**config.mk**
```make
export PLATFORM = sky130hd
export DESIGN_NAME = mult_seq_ctrl
export DESIGN_NICKNAME = d
export VERILOG_FILES = /design/src/rtl/mult_seq_ctrl.sv
export SDC_FILE = /design/constraint.sdc
export NUM_CORES = 1
export LEC_CHECK = 0
export CELL_PAD_IN_SITES_DETAIL_PLACEMENT = 1
export CELL_PAD_IN_SITES_GLOBAL_PLACEMENT = 1
export CORE_MARGIN = 3
export CORE_UTILIZATION = 34
export CTS_CLUSTER_DIAMETER = 150
export CTS_CLUSTER_SIZE = 10
export DETAILED_ROUTE_END_ITERATION = 8
export PLACE_DENSITY_LB_ADDON = 0.1
export SLEW_MARGIN = 5
export SYNTH_ARGS = -nofsm -noshare
export SYNTH_HDL_FRONTEND = slang
export SYNTH_SLANG_ARGS = --single-unit
```
**constraint.sdc**
```tcl
create_clock -name clk -period 2.7 [get_ports clk]
set_clock_uncertainty 0.1 [all_clocks]
set_input_delay 0.405 -clock clk [delete_from_list [all_inputs] [get_ports clk]]
set_output_delay 0.405 -clock clk [all_outputs]
set_load 0.05 [all_outputs]
```
**src/rtl/mult_seq_ctrl.sv**
```systemverilog
// mult_seq_ctrl - shared sequential shift-and-add multiplier controller.
//
// Two requesters share one WIDTH-bit ripple adder made of f_adder cells.
// One operand pair is accepted at a time. The adder runs once per cycle for
// WIDTH cycles and forms the unsigned 2*WIDTH-bit product, which is returned
// with the issuing requester's ID on a valid/ready response port.
//
// Optional feature macro: MULT_RR_ARB_EN
//   defined   : round-robin arbitration on ties (tracks last_grant)
//   undefined : fixed priority, requester 0 wins ties
//
// Ports:
//   clk, rst                  clock, asynchronous active-high reset
//   req0_valid/a/b/ready      requester 0 operand handshake
//   req1_valid/a/b/ready      requester 1 operand handshake
//   rsp_valid/p/id/ready      product response handshake
//   busy                      high while CALC or DONE
//
// WIDTH must be at least 2.
//
// state | meaning
// IDLE  | waiting for a request, arbiter drives reqN_ready
// CALC  | one shift-and-add iteration per cycle, cnt counts 0..WIDTH-1
// DONE  | product held on rsp_* until rsp_ready

module f_adder (
   input  logic a,
   input  logic b,
   input  logic ci,
   output logic s,
   output logic co
);
   assign s  = a ^ b ^ ci;
   assign co = (a & b) | (ci & (a ^ b));
endmodule

module mult_seq_ctrl #(
   parameter int WIDTH = 4
) (
   input  logic               clk,
   input  logic               rst,
   input  logic               req0_valid,
   input  logic [WIDTH-1:0]   req0_a,
   input  logic [WIDTH-1:0]   req0_b,
   output logic               req0_ready,
   input  logic               req1_valid,
   input  logic [WIDTH-1:0]   req1_a,
   input  logic [WIDTH-1:0]   req1_b,
   output logic               req1_ready,
   output logic               rsp_valid,
   output logic [2*WIDTH-1:0] rsp_p,
   output logic               rsp_id,
   input  logic               rsp_ready,
   output logic               busy
);

   localparam int CW = (WIDTH > 1) ? $clog2(WIDTH) : 1;

   typedef enum logic [1:0] {
      IDLE = 2'd0,
      CALC = 2'd1,
      DONE = 2'd2
   } state_t;

   state_t             state, state_nxt;
   // The multiplier operand lives in the low half of p; it is consumed one
   // bit per iteration as p shifts right, so no separate copy is kept.
   logic [2*WIDTH-1:0] p;
   logic [WIDTH-1:0]   a_reg;
   logic [CW-1:0]      cnt;
   logic               id;

   logic               grant0, grant1;
   logic               accept, accept_id;
   logic [WIDTH-1:0]   op_a, op_b;

   logic [WIDTH-1:0]   addend;
   logic [WIDTH:0]     carry;
   logic [WIDTH-1:0]   sum_lo;
   logic [WIDTH:0]     sum;

   // Shared ripple adder: upper half of p plus A when the current multiplier
   // bit is set. The carry out becomes the MSB of sum.
   assign addend   = p[0] ? a_reg : '0;
   assign carry[0] = 1'b0;

   for (genvar i = 0; i < WIDTH; i++) begin : g_add
      f_adder u_fa (
         .a  (p[WIDTH+i]),
         .b  (addend[i]),
         .ci (carry[i]),
         .s  (sum_lo[i]),
         .co (carry[i+1])
      );
   end

   assign sum = {carry[WIDTH], sum_lo};

`ifdef MULT_RR_ARB_EN
   logic last_grant;

   always_comb begin
      grant0 = req0_valid;
      grant1 = req1_valid;
      if (req0_valid && req1_valid) begin
         grant0 = last_grant;
         grant1 = !last_grant;
      end
   end
`else
   always_comb begin
      grant0 = req0_valid;
      grant1 = req1_valid && !req0_valid;
   end
`endif

   assign op_a = accept_id ? req1_a : req0_a;
   assign op_b = accept_id ? req1_b : req0_b;

   always_comb begin
      state_nxt  = state;
      req0_ready = 1'b0;
      req1_ready = 1'b0;
      rsp_valid  = 1'b0;
      rsp_p      = '0;
      rsp_id     = 1'b0;
      busy       = 1'b0;
      accept     = 1'b0;
      accept_id  = 1'b0;
      case (state)
         IDLE: begin
            req0_ready = !rst && grant0;
            req1_ready = !rst && grant1;
            accept     = req0_ready || req1_ready;
            accept_id  = req1_ready;
            if (accept) state_nxt = CALC;
         end
         CALC: begin
            busy = 1'b1;
            if (cnt == CW'(WIDTH-1)) state_nxt = DONE;
         end
         DONE: begin
            busy      = 1'b1;
            rsp_valid = 1'b1;
            rsp_p     = p;
            rsp_id    = id;
            if (rsp_ready) state_nxt = IDLE;
         end
         default: state_nxt = IDLE;
      endcase
   end

   always_ff @(posedge clk or posedge rst) begin
      if (rst) begin
         state <= IDLE;
         p     <= '0;
         a_reg <= '0;
         cnt   <= '0;
         id    <= 1'b0;
`ifdef MULT_RR_ARB_EN
         last_grant <= 1'b1;
`endif
      end else begin
         state <= state_nxt;
         if (accept) begin
            a_reg <= op_a;
            p     <= {{WIDTH{1'b0}}, op_b};
            cnt   <= '0;
            id    <= accept_id;
`ifdef MULT_RR_ARB_EN
            last_grant <= accept_id;
`endif
         end else if (state == CALC) begin
            p   <= {sum, p[WIDTH-1:1]};
            cnt <= cnt + 1'b1;
         end
      end
   end

endmodule

```
# Word level (Yosys, flattened, before mapping)
# Index checks and enable logic that the tools add are counted.
[word_totals] out_inout_bits=13 reg_bits=17
[classes] mux=18 bitwise=17 n_reduce_logical=10 add_sub_neg=1 n_eq_ne=6
[ops] cell="$mux 8" count=3
[ops] cell="$mux 4" count=3
[ops] cell="$mux 2" count=5
[ops] cell="$and 1x1->1" count=7
[ops] cell="$xor 1x1->1" count=7
[ops] cell="$mux 1" count=6
[ops] cell="$ne 2x2->1 const B" count=3
[ops] cell="$pmux 2 s3" count=1
[ops] cell="$eq 2x2->1 const B" count=2
[ops] cell="$logic_and 1x1->1" count=3
[ops] cell="$or 1x1->1" count=3
[ops] cell="$reduce_and 3->1" count=1
[ops] cell="$add 2x1->2 const B" count=1
[ops] cell="$eq 2x1->1 const B" count=1
[ops] cell="$logic_not 1->1" count=2
[ops] cell="$logic_not 2->1" count=1
[ops] cell="$reduce_bool 2->1" count=1
[ops] cell="$reduce_or 2->1" count=1
[ops] cell="$logic_or 1x1->1" count=1

# Depth between registers and ports, before layout
# Gate-level depths: netlist (run 1).
[depth] depth_word=10 mapped_depth=9 ltp_nobuf=9

# Hierarchy
# Synthesis (run 1) repeated with hierarchy kept, for this count alone.
[unflattened] cells_unflattened=114 hier_area_um2=1132.3
[modules_own_cells] mod="mult_seq_ctrl" area_each_um2=1052.3 seq_area_each_um2=425.4 n_inst=1 cells_each=110
[modules_own_cells] mod="f_adder" area_each_um2=20.0 seq_area_each_um2=0.0 n_inst=4 cells_each=1

# Worst setup path before layout (run 1)
# Ideal clock, no wire load.
[synth_path] path_type="register to register" from="register p[0]" to="register p[6]" setup_ps=72 required_time_ps=2528 period_less_slack_ps=2256 arrival_time_ps=2084 setup_slack_ps=444 path_buffers=0 stages_incl_launch_ff=10 path_cell_list="dfrtp_1 > and2_1 > ha_1 > fa_1 > fa_1 > inv_1 > fa_1 > inv_1 > mux2i_1 > nor2_1"
[synth_between] elab_chain_cells=9 word_cells_on_any_way=14 classes_between="mux: 3; bitwise: 11"
[synth_rtl] element="start, declared" line="68" rtl="logic [2*WIDTH-1:0] p;"
[synth_rtl] element="start signal, assigned" line="167" rtl="p <= {{WIDTH{1'b0}}, op_b};"
[synth_rtl] element="start signal, assigned" line="174" rtl="p <= {sum, p[WIDTH-1:1]};"
[synth_rtl] element="$mux 4 *" line="84" rtl="assign addend = p[0] ? a_reg : '0;"
[synth_rtl] element="$and 1x1->1 or $xor 1x1->1 (tied branches)" line="34" rtl="assign co = (a & b) | (ci & (a ^ b));"
[synth_rtl] element="$and 1x1->1" line="34"
[synth_rtl] element="$or 1x1->1" line="34"
[synth_rtl] element="$and 1x1->1" line="34"
[synth_rtl] element="$or 1x1->1" line="34"
[synth_rtl] element="$xor 1x1->1 *" line="33" rtl="assign s = a ^ b ^ ci;"
[synth_rtl] element="$mux 8 *" line="173" rtl="end else if (state == CALC) begin"
[synth_rtl] element="$mux 8 *" line="165" rtl="if (accept) begin"
# Mark *: on every way between the ends. The rest lies on a longest branch, timed or not. The select of a mux whose other input is x is not followed.
# A chain may end at the register's enable or synchronous reset.

# Worst setup path after layout (run 1)
[layout_path] from="register state[0]" to="output port rsp_valid"
[layout_between] elab_chain_cells=2
[layout_rtl] element="start, declared" line="65" rtl="state_t state, state_nxt;"
[layout_rtl] element="start signal, assigned" line="164" rtl="state <= state_nxt;"
[layout_rtl] element="$eq 2x2->1" line="130" rtl="case (state)"
[layout_rtl] element="$mux 1" line="130"
[layout_rtl] element="end, declared" line="50" rtl="output logic rsp_valid,"
# Every way passes these cells.

==> results of run 1 <==
-- power by group through the flow --
stage               registers [mW]  logic [mW]  clock network [mW]
global placement             0.454       0.831                   0
detailed placement           0.464       0.863                   0
floorplan                    0.432       0.637                   0
global route                 0.478       0.940               0.157
finish                       0.456       0.854               0.132
CTS                          0.460       0.874               0.140
-- worst max-delay path by stage --
stage	startpoint	endpoint	slack, ps	cells past startpoint
6_report	state[0]	rsp_valid	150	3
5_1_grt	state[0]	rsp_valid	50	3
4_1_cts	state[0]	rsp_p[3]	10	4
3_5_place_dp	p[0]	p[6]	240	9
3_3_place_gp	p[0]	p[6]	320	9
2_1_floorplan	p[0]	p[6]	440	9
-- worst max-delay path: cells and delay by family, from the launching register on --
family                     cells  cell delay, ps
adders and majority gates      1             370
buffers and inverters          2             970
DFF                            1             420
-- cell usage after synthesis, drive strengths merged --
cell     number  area [sq um]
nand2b        1          6.26
fa            3          60.1
o2bb2ai       4          35.0
o21bai        1          7.51
nor2b         8          50.1
buf           5          35.0
mux2          1          11.3
nor2          7          26.3
xnor2         1          8.76
a22oi         4          30.0
nand2         6          22.5
inv           6          22.5
dfrtp        17           425
nor3          1          5.00
and2         15          96.3
clkbuf        1          3.75
o32a          5          50.1
or2           1          6.26
nand3b        4          30.0
mux2i         4          40.0
a21oi         9          45.0
a211oi        2          15.0
ha            5          62.6
-- stage by stage --
stage | area (sq um) | cells | worst slack, ps | utilization (%)
detailed placement | 1460 | 182 | 242 | 50.5
finish | 1500 | 186 | 155 | 51.8
CTS | 1490 | 186 | 14.6 | 51.4
floorplan | 1090 | 111 | 444 | -
global placement | 1460 | 182 | 319 | 50.5
global route | 1500 | 186 | 48.9 | 51.8
-- cell families after synthesis --
kind of cell	share of synthesized area (%)
XOR/XNOR	0.800
multiplexers	4.69
AO/OA/AOI/OAI	16.7
AND/OR/NAND/NOR	22.2
adder cells (fa/ha/maj)	11.2
buffers and inverters	5.60
flip-flops	38.9
-- repair_timing --
item                       in CTS  in global routing
resized for setup               0                  5
hold buffers                    0                  0
setup endpoints to repair       0                  5
-- layout make-up --
cell class	count	area, sq um	area share, %
repair buffers	35	368	24.5
flip-flops and latches	17	425	28.3
inverters	6	22.5	1.50
multi-input cells	82	608	40.5
clock buffers	4	26.3	1.75
well taps	42	52.6	3.50
-- routing by layer --
layer / global-route usage, % / vias to the layer above / share of wire [%]
met1: 19.9 / 437 / 47
met4: 4.96 / 0 / 0.75
met2: 24.6 / 26 / 47
met5: 0 / - / 0
li1: - / 450 / -
met3: 4.32 / 2 / 5.6
==> impl_metrics.env, run 1 <==
export IMPL_power_switching_mw=0.649
export IMPL_timing_rr_end="p[6]"
export IMPL_cts_buffers=3
export IMPL_power_density_nw_per_um2=960
export IMPL_ys_warn_count=0
export IMPL_drv_cap=0
export IMPL_synth_seq_area_share_pct=38.9
export IMPL_final_common_cell="clkdlybuf4s50_1"
export IMPL_slew_headroom_pct=54.6
export IMPL_fp_row_count=19
export IMPL_worstSetupPathType="flop to primary output"
export IMPL_drive_gt1_share_pct=9.03
export IMPL_fin_crit_sh_pct=94.3
export IMPL_cp_slowest_cell="clkdlybuf4s50_1"
export IMPL_tritoncts="built"
export IMPL_gp_congestion=0.725
export IMPL_drc=0
export IMPL_final_nets=174
export IMPL_switching_share_pct=45.0
export IMPL_wl_um=2820
export IMPL_layout_min_cycle_time_ps=2550
export IMPL_r2r_start="p[0]"
export IMPL_synth_area_sq_um=1090
export IMPL_antenna_cells=0
export IMPL_coreArea_sq_um=2900
export IMPL_viasPerCell=4.92
export IMPL_worstPathRequired_ps=2190
export IMPL_post_cts_repair_setup_buffers=0
export IMPL_htree_levels=1
export IMPL_grt_usage_pct=15.4
export IMPL_worst_pin_slew_ps=681
export IMPL_die_w_um=62.7
export IMPL_drtAntennaViolNets=0
export IMPL_slowest_delay_ps=870
export IMPL_end_kind="primary output"
export IMPL_fmax_mhz=393
export IMPL_root_buffer="clkbuf_4"
export IMPL_syn_nets=140
export IMPL_startpoint_type="flop"
export IMPL_ctsLongestPathBuffers=2
export IMPL_worst_path_max_fanout=11
export IMPL_hold_viol=0
export IMPL_avgSynthCellArea_sq_um=9.86
export IMPL_dr_total_vias=915
export IMPL_wl_per_cell_um=15.1
export IMPL_hp_class="flop to flop"
export IMPL_finalSetupTns_ps=0
export IMPL_ios=34
export IMPL_numPortBuffers=33
export IMPL_grt_ovfl_total=0
export IMPL_area_growth_pct=37.3
export IMPL_syn_inst=111
export IMPL_r2r_cells=9
export IMPL_clk_insertion_delay_late_ps=280
export IMPL_intPower_mw=0.793
export IMPL_synth_seq_cells=17
export IMPL_power_frac_clock_pct=9.1
export IMPL_start_util_pct=37.7
export IMPL_dpl_hpwl_um=2150
export IMPL_ys_types=26
export IMPL_irDropWorstVdd_v=0.000437
export IMPL_fillers=350
export IMPL_rsz0062_at_grt="no"
export IMPL_total_power_mw=1.44
export IMPL_largest_reg_flops=8
export IMPL_finalSetupViolCount=0
export IMPL_grt_pass1_vias=997
export IMPL_layout_common_cells="clkdlybuf4s50_1 (22), dfrtp_1 (17), and2_1 (14)"
export IMPL_die_h_um=62.7
export IMPL_whs_ps=408
export IMPL_grt_max_degree=18
export IMPL_die_area_sq_um=3940
export IMPL_hold_path_startpoint="a_reg[1]"
export IMPL_min_path_cells=1
export IMPL_grt_pass1_wl_um=4910
export IMPL_slew_viol_final=0
export IMPL_critPathArrivalTime_ps=2040
export IMPL_antenna_found_initial=0
export IMPL_worst_r2r_setup_slack_ps=240
export IMPL_clock_sinks=17
export IMPL_p_comb_share_pct=59.2
export IMPL_cp_cell_sequence="inv_1 > ha_1 > clkdlybuf4s50_1"
export IMPL_dr_pass1_iters=4
export IMPL_hold_end="a_reg[1]"
export IMPL_clk_pin_slew_ps=100
export IMPL_seq_power_share_pct=31.6
export IMPL_leakagePower_nw=0.720
export IMPL_dr_first_iter_drc_count=36
export IMPL_outcome="finished, final reports clean"
Note: power is estimated with default switching activity, not from simulation.
==> run 2: changes to the inputs <==
--- a/config.mk
+++ b/config.mk
@@ -5,6 +5,7 @@
 export SDC_FILE = /design/constraint.sdc
 export NUM_CORES = 1
 export LEC_CHECK = 0
+export ABC_CLOCK_PERIOD_IN_PS = 2700
 export CELL_PAD_IN_SITES_DETAIL_PLACEMENT = 1
 export CELL_PAD_IN_SITES_GLOBAL_PLACEMENT = 1
 export CORE_MARGIN = 3
==> results of run 2 <==
Same layout as run 1: the final DEF is identical, and so are final timing and power.
